===== config.mk =====
export PLATFORM = sky130hd
export DESIGN_NAME = mem_port_arbiter
export DESIGN_NICKNAME = d
export VERILOG_FILES = /design/src/rtl/mem_port_arbiter.sv
export SDC_FILE = /design/constraint.sdc
export NUM_CORES = 1
export LEC_CHECK = 0
export CAP_MARGIN = 5
export CELL_PAD_IN_SITES_DETAIL_PLACEMENT = 0
export CELL_PAD_IN_SITES_GLOBAL_PLACEMENT = 1
export CORE_MARGIN = 2
export CORE_UTILIZATION = 26
export DETAILED_ROUTE_END_ITERATION = 10
export GPL_TIMING_DRIVEN = 0
export HOLD_SLACK_MARGIN = 0.12
export PLACE_DENSITY_LB_ADDON = 0.1
export SLEW_MARGIN = 20
export SYNTH_ARGS = -nofsm -noshare
export SYNTH_HDL_FRONTEND = slang
export SYNTH_SLANG_ARGS = --single-unit

===== constraint.sdc =====
create_clock -name clk -period 4.2 [get_ports clk]
set_input_delay 0.84 -clock clk [delete_from_list [all_inputs] [get_ports clk]]
set_output_delay 0.84 -clock clk [all_outputs]
set_load 0.02 [all_outputs]

===== src/rtl/mem_port_arbiter.sv =====
// -----------------------------------------------------------------------------
// mem_port_arbiter
//
// Shares one backing-memory port between icache line refills and dcache
// single-word accesses. Only one memory transaction is outstanding at a time.
// Response beats are routed back to whichever requester owns the transaction.
// If the icache is flushed while its refill is in flight, the refill still
// runs to completion on the memory side, but its beats are not delivered.
//
// Optional feature: define ARB_RR_EN to alternate the winner on a tie
// (round-robin against last_gnt). Without it, the dcache always wins a tie.
//
// Parameters
//   LINE_WORDS  beats per icache refill (power of 2, >= 1)
//
// Ports
//   clk, rst                      clock, synchronous active-high reset
//   ic_req/ic_addr/ic_flush       icache refill request, line address, redirect
//   ic_gnt                        1-cycle pulse when the icache request is taken
//   ic_rvalid/rdata/rlast/error   refill beats returned to the icache
//   dc_req/we/addr/wdata/wmask    dcache single-word command
//   dc_gnt                        1-cycle pulse when the dcache request is taken
//   dc_rvalid/rdata/error         read data or write ack returned to the dcache
//   mem_req/we/addr/wdata/wmask   command to memory, held until mem_ready
//   mem_len                       beats-1 of the command
//   mem_ready                     memory accepted the command this cycle
//   mem_rvalid/rdata/error        response beats from memory
// -----------------------------------------------------------------------------
module mem_port_arbiter #(
    parameter int LINE_WORDS = 4
) (
    input  logic        clk,
    input  logic        rst,

    input  logic        ic_req,
    input  logic [29:0] ic_addr,
    input  logic        ic_flush,
    output logic        ic_gnt,
    output logic        ic_rvalid,
    output logic [31:0] ic_rdata,
    output logic        ic_rlast,
    output logic        ic_error,

    input  logic        dc_req,
    input  logic        dc_we,
    input  logic [29:0] dc_addr,
    input  logic [31:0] dc_wdata,
    input  logic [3:0]  dc_wmask,
    output logic        dc_gnt,
    output logic        dc_rvalid,
    output logic [31:0] dc_rdata,
    output logic        dc_error,

    output logic        mem_req,
    output logic        mem_we,
    output logic [29:0] mem_addr,
    output logic [31:0] mem_wdata,
    output logic [3:0]  mem_wmask,
    output logic [7:0]  mem_len,
    input  logic        mem_ready,
    input  logic        mem_rvalid,
    input  logic [31:0] mem_rdata,
    input  logic        mem_error
);

    // Beat counter must hold LINE_WORDS itself, hence the extra bit.
    localparam int BW = $clog2(LINE_WORDS) + 1;

    localparam logic [29:0] LINE_MASK = ~30'(LINE_WORDS - 1);
    localparam logic [7:0]  IC_LEN    = 8'(LINE_WORDS - 1);
    localparam logic [BW-1:0] ONE_BEAT = BW'(1);

    typedef enum logic [1:0] {
        S_IDLE  = 2'd0,
        S_ISSUE = 2'd1,
        S_WAIT  = 2'd2
    } state_t;

    typedef enum logic {
        OWN_DC = 1'b0,
        OWN_IC = 1'b1
    } own_t;

    // Control state (reset)
    state_t        state;
    own_t          owner;
    own_t          last_gnt;
    logic          drop;
    logic [BW-1:0] beats_left;

    // Latched command (data path, not reset; outputs are gated by mem_req)
    logic          cmd_we;
    logic [29:0]   cmd_addr;
    logic [31:0]   cmd_wdata;
    logic [3:0]    cmd_wmask;
    logic [7:0]    cmd_len;

    logic          ic_cand;
    logic          pick_ic;
    logic          pick_dc;
    logic          in_wait;
    logic          ic_kill;

    // A flush in IDLE withdraws the icache from this cycle's arbitration.
    assign ic_cand = ic_req & ~ic_flush;

    always_comb begin
        pick_ic = 1'b0;
        pick_dc = 1'b0;
        if (state == S_IDLE && !rst) begin
            if (ic_cand && dc_req) begin
`ifdef ARB_RR_EN
                if (last_gnt == OWN_DC) begin
                    pick_ic = 1'b1;
                end else begin
                    pick_dc = 1'b1;
                end
`else
                pick_dc = 1'b1;
`endif
            end else if (ic_cand) begin
                pick_ic = 1'b1;
            end else if (dc_req) begin
                pick_dc = 1'b1;
            end
        end
    end

`ifndef ARB_RR_EN
    // last_gnt is kept up to date in the fixed-priority build but not consulted.
    logic unused_last_gnt;
    assign unused_last_gnt = last_gnt;
`endif

    // Control FSM
    always_ff @(posedge clk) begin
        if (rst) begin
            state      <= S_IDLE;
            owner      <= OWN_DC;
            last_gnt   <= OWN_DC;
            drop       <= 1'b0;
            beats_left <= '0;
        end else begin
            case (state)
                S_IDLE: begin
                    if (pick_ic || pick_dc) begin
                        state    <= S_ISSUE;
                        owner    <= pick_ic ? OWN_IC : OWN_DC;
                        last_gnt <= pick_ic ? OWN_IC : OWN_DC;
                    end
                end
                S_ISSUE: begin
                    if (owner == OWN_IC && ic_flush) begin
                        drop <= 1'b1;
                    end
                    if (mem_ready) begin
                        state      <= S_WAIT;
                        beats_left <= BW'(cmd_len) + ONE_BEAT;
                    end
                end
                S_WAIT: begin
                    if (owner == OWN_IC && ic_flush) begin
                        drop <= 1'b1;
                    end
                    // Errors do not shorten the burst; every beat is counted.
                    if (mem_rvalid) begin
                        beats_left <= beats_left - ONE_BEAT;
                        if (beats_left == ONE_BEAT) begin
                            state <= S_IDLE;
                            drop  <= 1'b0;
                        end
                    end
                end
                default: begin
                    state <= S_IDLE;
                end
            endcase
        end
    end

    // Command capture on grant
    always_ff @(posedge clk) begin
        if (pick_ic) begin
            cmd_we    <= 1'b0;
            cmd_addr  <= ic_addr & LINE_MASK;
            cmd_wdata <= '0;
            cmd_wmask <= '0;
            cmd_len   <= IC_LEN;
        end else if (pick_dc) begin
            cmd_we    <= dc_we;
            cmd_addr  <= dc_addr;
            cmd_wdata <= dc_wdata;
            cmd_wmask <= dc_wmask;
            cmd_len   <= 8'd0;
        end
    end

    assign ic_gnt = pick_ic;
    assign dc_gnt = pick_dc;

    // Memory command: data fields are forced to zero outside ISSUE so that the
    // port is quiet after reset without resetting the command registers.
    assign mem_req   = (state == S_ISSUE);
    assign mem_we    = mem_req & cmd_we;
    assign mem_addr  = mem_req ? cmd_addr  : '0;
    assign mem_wdata = mem_req ? cmd_wdata : '0;
    assign mem_wmask = mem_req ? cmd_wmask : '0;
    assign mem_len   = mem_req ? cmd_len   : '0;

    // Response routing. A flush arriving on the same cycle as a beat kills
    // that beat too, not just the ones after it.
    assign in_wait   = (state == S_WAIT);
    assign ic_kill   = drop | ic_flush;

    assign ic_rvalid = in_wait & mem_rvalid & (owner == OWN_IC) & ~ic_kill;
    assign ic_rdata  = ic_rvalid ? mem_rdata : '0;
    assign ic_error  = ic_rvalid & mem_error;
    assign ic_rlast  = ic_rvalid & (beats_left == ONE_BEAT);

    assign dc_rvalid = in_wait & mem_rvalid & (owner == OWN_DC);
    assign dc_rdata  = dc_rvalid ? mem_rdata : '0;
    assign dc_error  = dc_rvalid & mem_error;

endmodule


==> flow_summary.ini <==
[critical_path]
max_stage_delay_ns = 0.61
startpoint_type = primary input
reg2reg_slack_ns = 1.64
crit_top_cell = clkdlybuf4s50_1
cp-end-kind = output port
cp_cell_sequence = clkdlybuf4s50_1, nand2_1, nor2_1, clkbuf_1, and2_1, clkdlybuf4s50_1
path_buf_inv = 3
critPathTopFamily = buffers and inverters
crit_path_max_fanout = 10
worstPathArrival_ns = 3.09
cp.required_ns = 3.36
critPathKind = in -> out
cpMaxStageDelayCell = clkdlybuf4s50_1

[finish]
drive_gt1_frac = 0.0614
mostFrequentLayoutCells = 274 x clkdlybuf4s50_1, 134 x and2_1, 86 x nand2_1
layout_commonest_cell = clkdlybuf4s50_1
diodes = 0
nFillCells = 1462
stdcell_count = 937
area_growth_pct = 83.0
layout.nets = 888

[drt]
ant_nets = 0
wl_per_cell_um = 15.7
drc = 0
drtPass1Iterations = 4
totalWireLength_um = 14700
drt_iter0_drc = 140
viasPerCell = 4.39
num_vias = 4116

[logic_synthesis]
ys_warn_count = 0
syn_area_per_cell_um2 = 8.75
yosysSeqAreaShare = 0.448
ys_seq_elements = 75
async_flop_share = 0
synth.lib_cells_used.distinct = 34
synthCells = 454
ys.flop_type = dfxtp_1
synth-edff-count = 28
syn_area_um2 = 3970

[cts]
cts_buffers = 9
cts.hold.buffers_added = 0
path_clk_slew_ns = 0.06
clock_sinks = 75
cts_max_level = 3
post_cts_resize_count = 0
cts_tree = done
cts_buffer_depth = 2
clock_latency_ns = 0.34
root_buffer = clkbuf_16
postCtsSetupRepairBufs = 0

[global_routing]
grt_pass1_vias = 3985
antenna_found_initial = 1
grt_overflow = 0
grt_usage = 0.177
grt_pass1_wl_um = 22100
grt_max_degree = 29

[sta]
setup_viol = 0
hold_viol = 0
maxSlewHeadroom = 0.538
max_freq_ghz = 0.254
fin_crit_ns = 3.93
fin_setup_tns_ns = 0
rsz0062_at_grt = false
final.setup_skew_ns = 0.00729
maxSlewViolCount = 0
max_slew.worst_pin.slew_ns = 0.693
finalCritPeriodShare = 0.936

[placement]
place.port_buffers = 274
dp_hpwl_um = 11600
gp_congestion = 0.779
dp_cells = 921

[floorplan]
core_um2 = 15100
die_area_um2 = 16300
placementRows = 45
die_h_um = 128
io_pins = 284
die_x_um = 128
initial_core_util = 0.263

[power]
p_leak_uw = 0.00285
p_per_area_nw_per_um2 = 441
peakVddDrop_mv = 0.277

[run]
cap_violations = 0

[status]
status = finished clean

[worst_hold_path]
min_path_type = reg -> reg
-- kinds of logic after synthesis --
| kind of cell | share of synthesized area |
|---|---|
| buffers and inverters | 0.0583 |
| multiplexers | 0.00504 |
| AND/OR/NAND/NOR | 0.330 |
| other | 0.000944 |
| AO/OA/AOI/OAI | 0.135 |
| adder cells (fa/ha/maj) | 0.0220 |
| flip-flops | 0.448 |
-- state kept, by name (all words and copies together), names as in the netlist --
name        flops
drop            1
beats_left      3
cmd_wdata      32
cmd_addr       30
state           2
cmd_we          1
cmd_wmask       4
owner           1
cmd_len         1
-- worst min-delay path, delay by kind of cell (launching register included) --
kind | cells | cell delay (ns)
AND/OR/NAND/NOR | 1 | 0.05
flip-flops | 1 | 0.30
AO/OA/AOI/OAI | 1 | 0.05
-- final cells by class --
| cell class | instances | area [um^2] | area share |
|---|---|---|---|
| inverter | 8 | 30.0 | 0.00413 |
| clock buffer | 13 | 282 | 0.0387 |
| clock inverter | 3 | 17.5 | 0.00241 |
| timing repair buffer | 274 | 2740 | 0.377 |
| tap | 188 | 235 | 0.0323 |
| buffer | 39 | 201 | 0.0277 |
| sequential | 75 | 1780 | 0.245 |
| multi-input combinational | 337 | 1980 | 0.273 |
-- metrics by stage --
| step | setup slack (ns) | area [um^2] | util | hold WS, ns | total power (uW) |
|---|---|---|---|---|---|
| global placement | 0.256 | 6970 | 0.462 | 0.438 | 2440 |
| finish | 0.269 | 7270 | 0.482 | 0.450 | 3210 |
| floorplan | 1.47 | 3990 | - | 0.432 | 1840 |
| detailed placement | 0.230 | 6970 | 0.462 | 0.443 | 2470 |
| CTS | 0.230 | 7270 | 0.482 | 0.452 | 3250 |
| global route | 0.0894 | 7270 | 0.482 | 0.470 | 3420 |
-- metal layers --
| layer | wire, um | GRT usage | up-vias |
|---|---|---|---|
| li1 | - | - | 2065 |
| met1 | 6260 | 0.209 | 1867 |
| met2 | 7060 | 0.300 | 167 |
| met3 | 1190 | 0.0678 | 15 |
| met4 | 225 | 0.0472 | 2 |
| met5 | 13 | 0 | - |
-- Yosys cell counts (2+ instances only) --
library cell,number,share of area
clkbuf_2,2,0.0025
nand2_1,86,0.081
mux2i_1,2,0.0050
and2_1,134,0.21
nand3b_1,2,0.0038
edfxtp_1,28,0.21
nor4b_4,2,0.012
nor2_1,7,0.0066
buf_1,2,0.0019
buf_4,10,0.019
nand2b_1,3,0.0047
buf_2,12,0.015
ha_1,7,0.022
inv_2,2,0.0019
inv_1,6,0.0057
dfxtp_1,47,0.24
a22o_1,28,0.062
o21ai_0,4,0.0050
a31oi_1,2,0.0031
clkbuf_1,13,0.012
a21oi_1,42,0.053
-- path summary, 6_finish.rpt --
| path | from | end | depth (start not counted) |
|---|---|---|---|
| worst max-delay path | mem_rvalid | dc_rdata[17] | 6 |
| worst min-delay path | cmd_addr[1]$_SDFFE_PP0N_ | cmd_addr[1]$_SDFFE_PP0N_ | 2 |
| worst min register to register | cmd_addr[1]$_SDFFE_PP0N_ | cmd_addr[1]$_SDFFE_PP0N_ | 2 |
| worst max register to register | state[1]$_SDFFE_PP0P_ | cmd_addr[16]$_DFFE_PP_ | 5 |
-- power by group --
| part | total, uW | switching, uW | internal, uW |
|---|---|---|---|
| Combinational | 1320 | 677 | 643 |
| Clock | 769 | 301 | 468 |
| Sequential | 1120 | 99.9 | 1020 |
| Total | 3210 | 1080 | 2130 |
No activity file was read; power rests on OpenSTA's default activity.
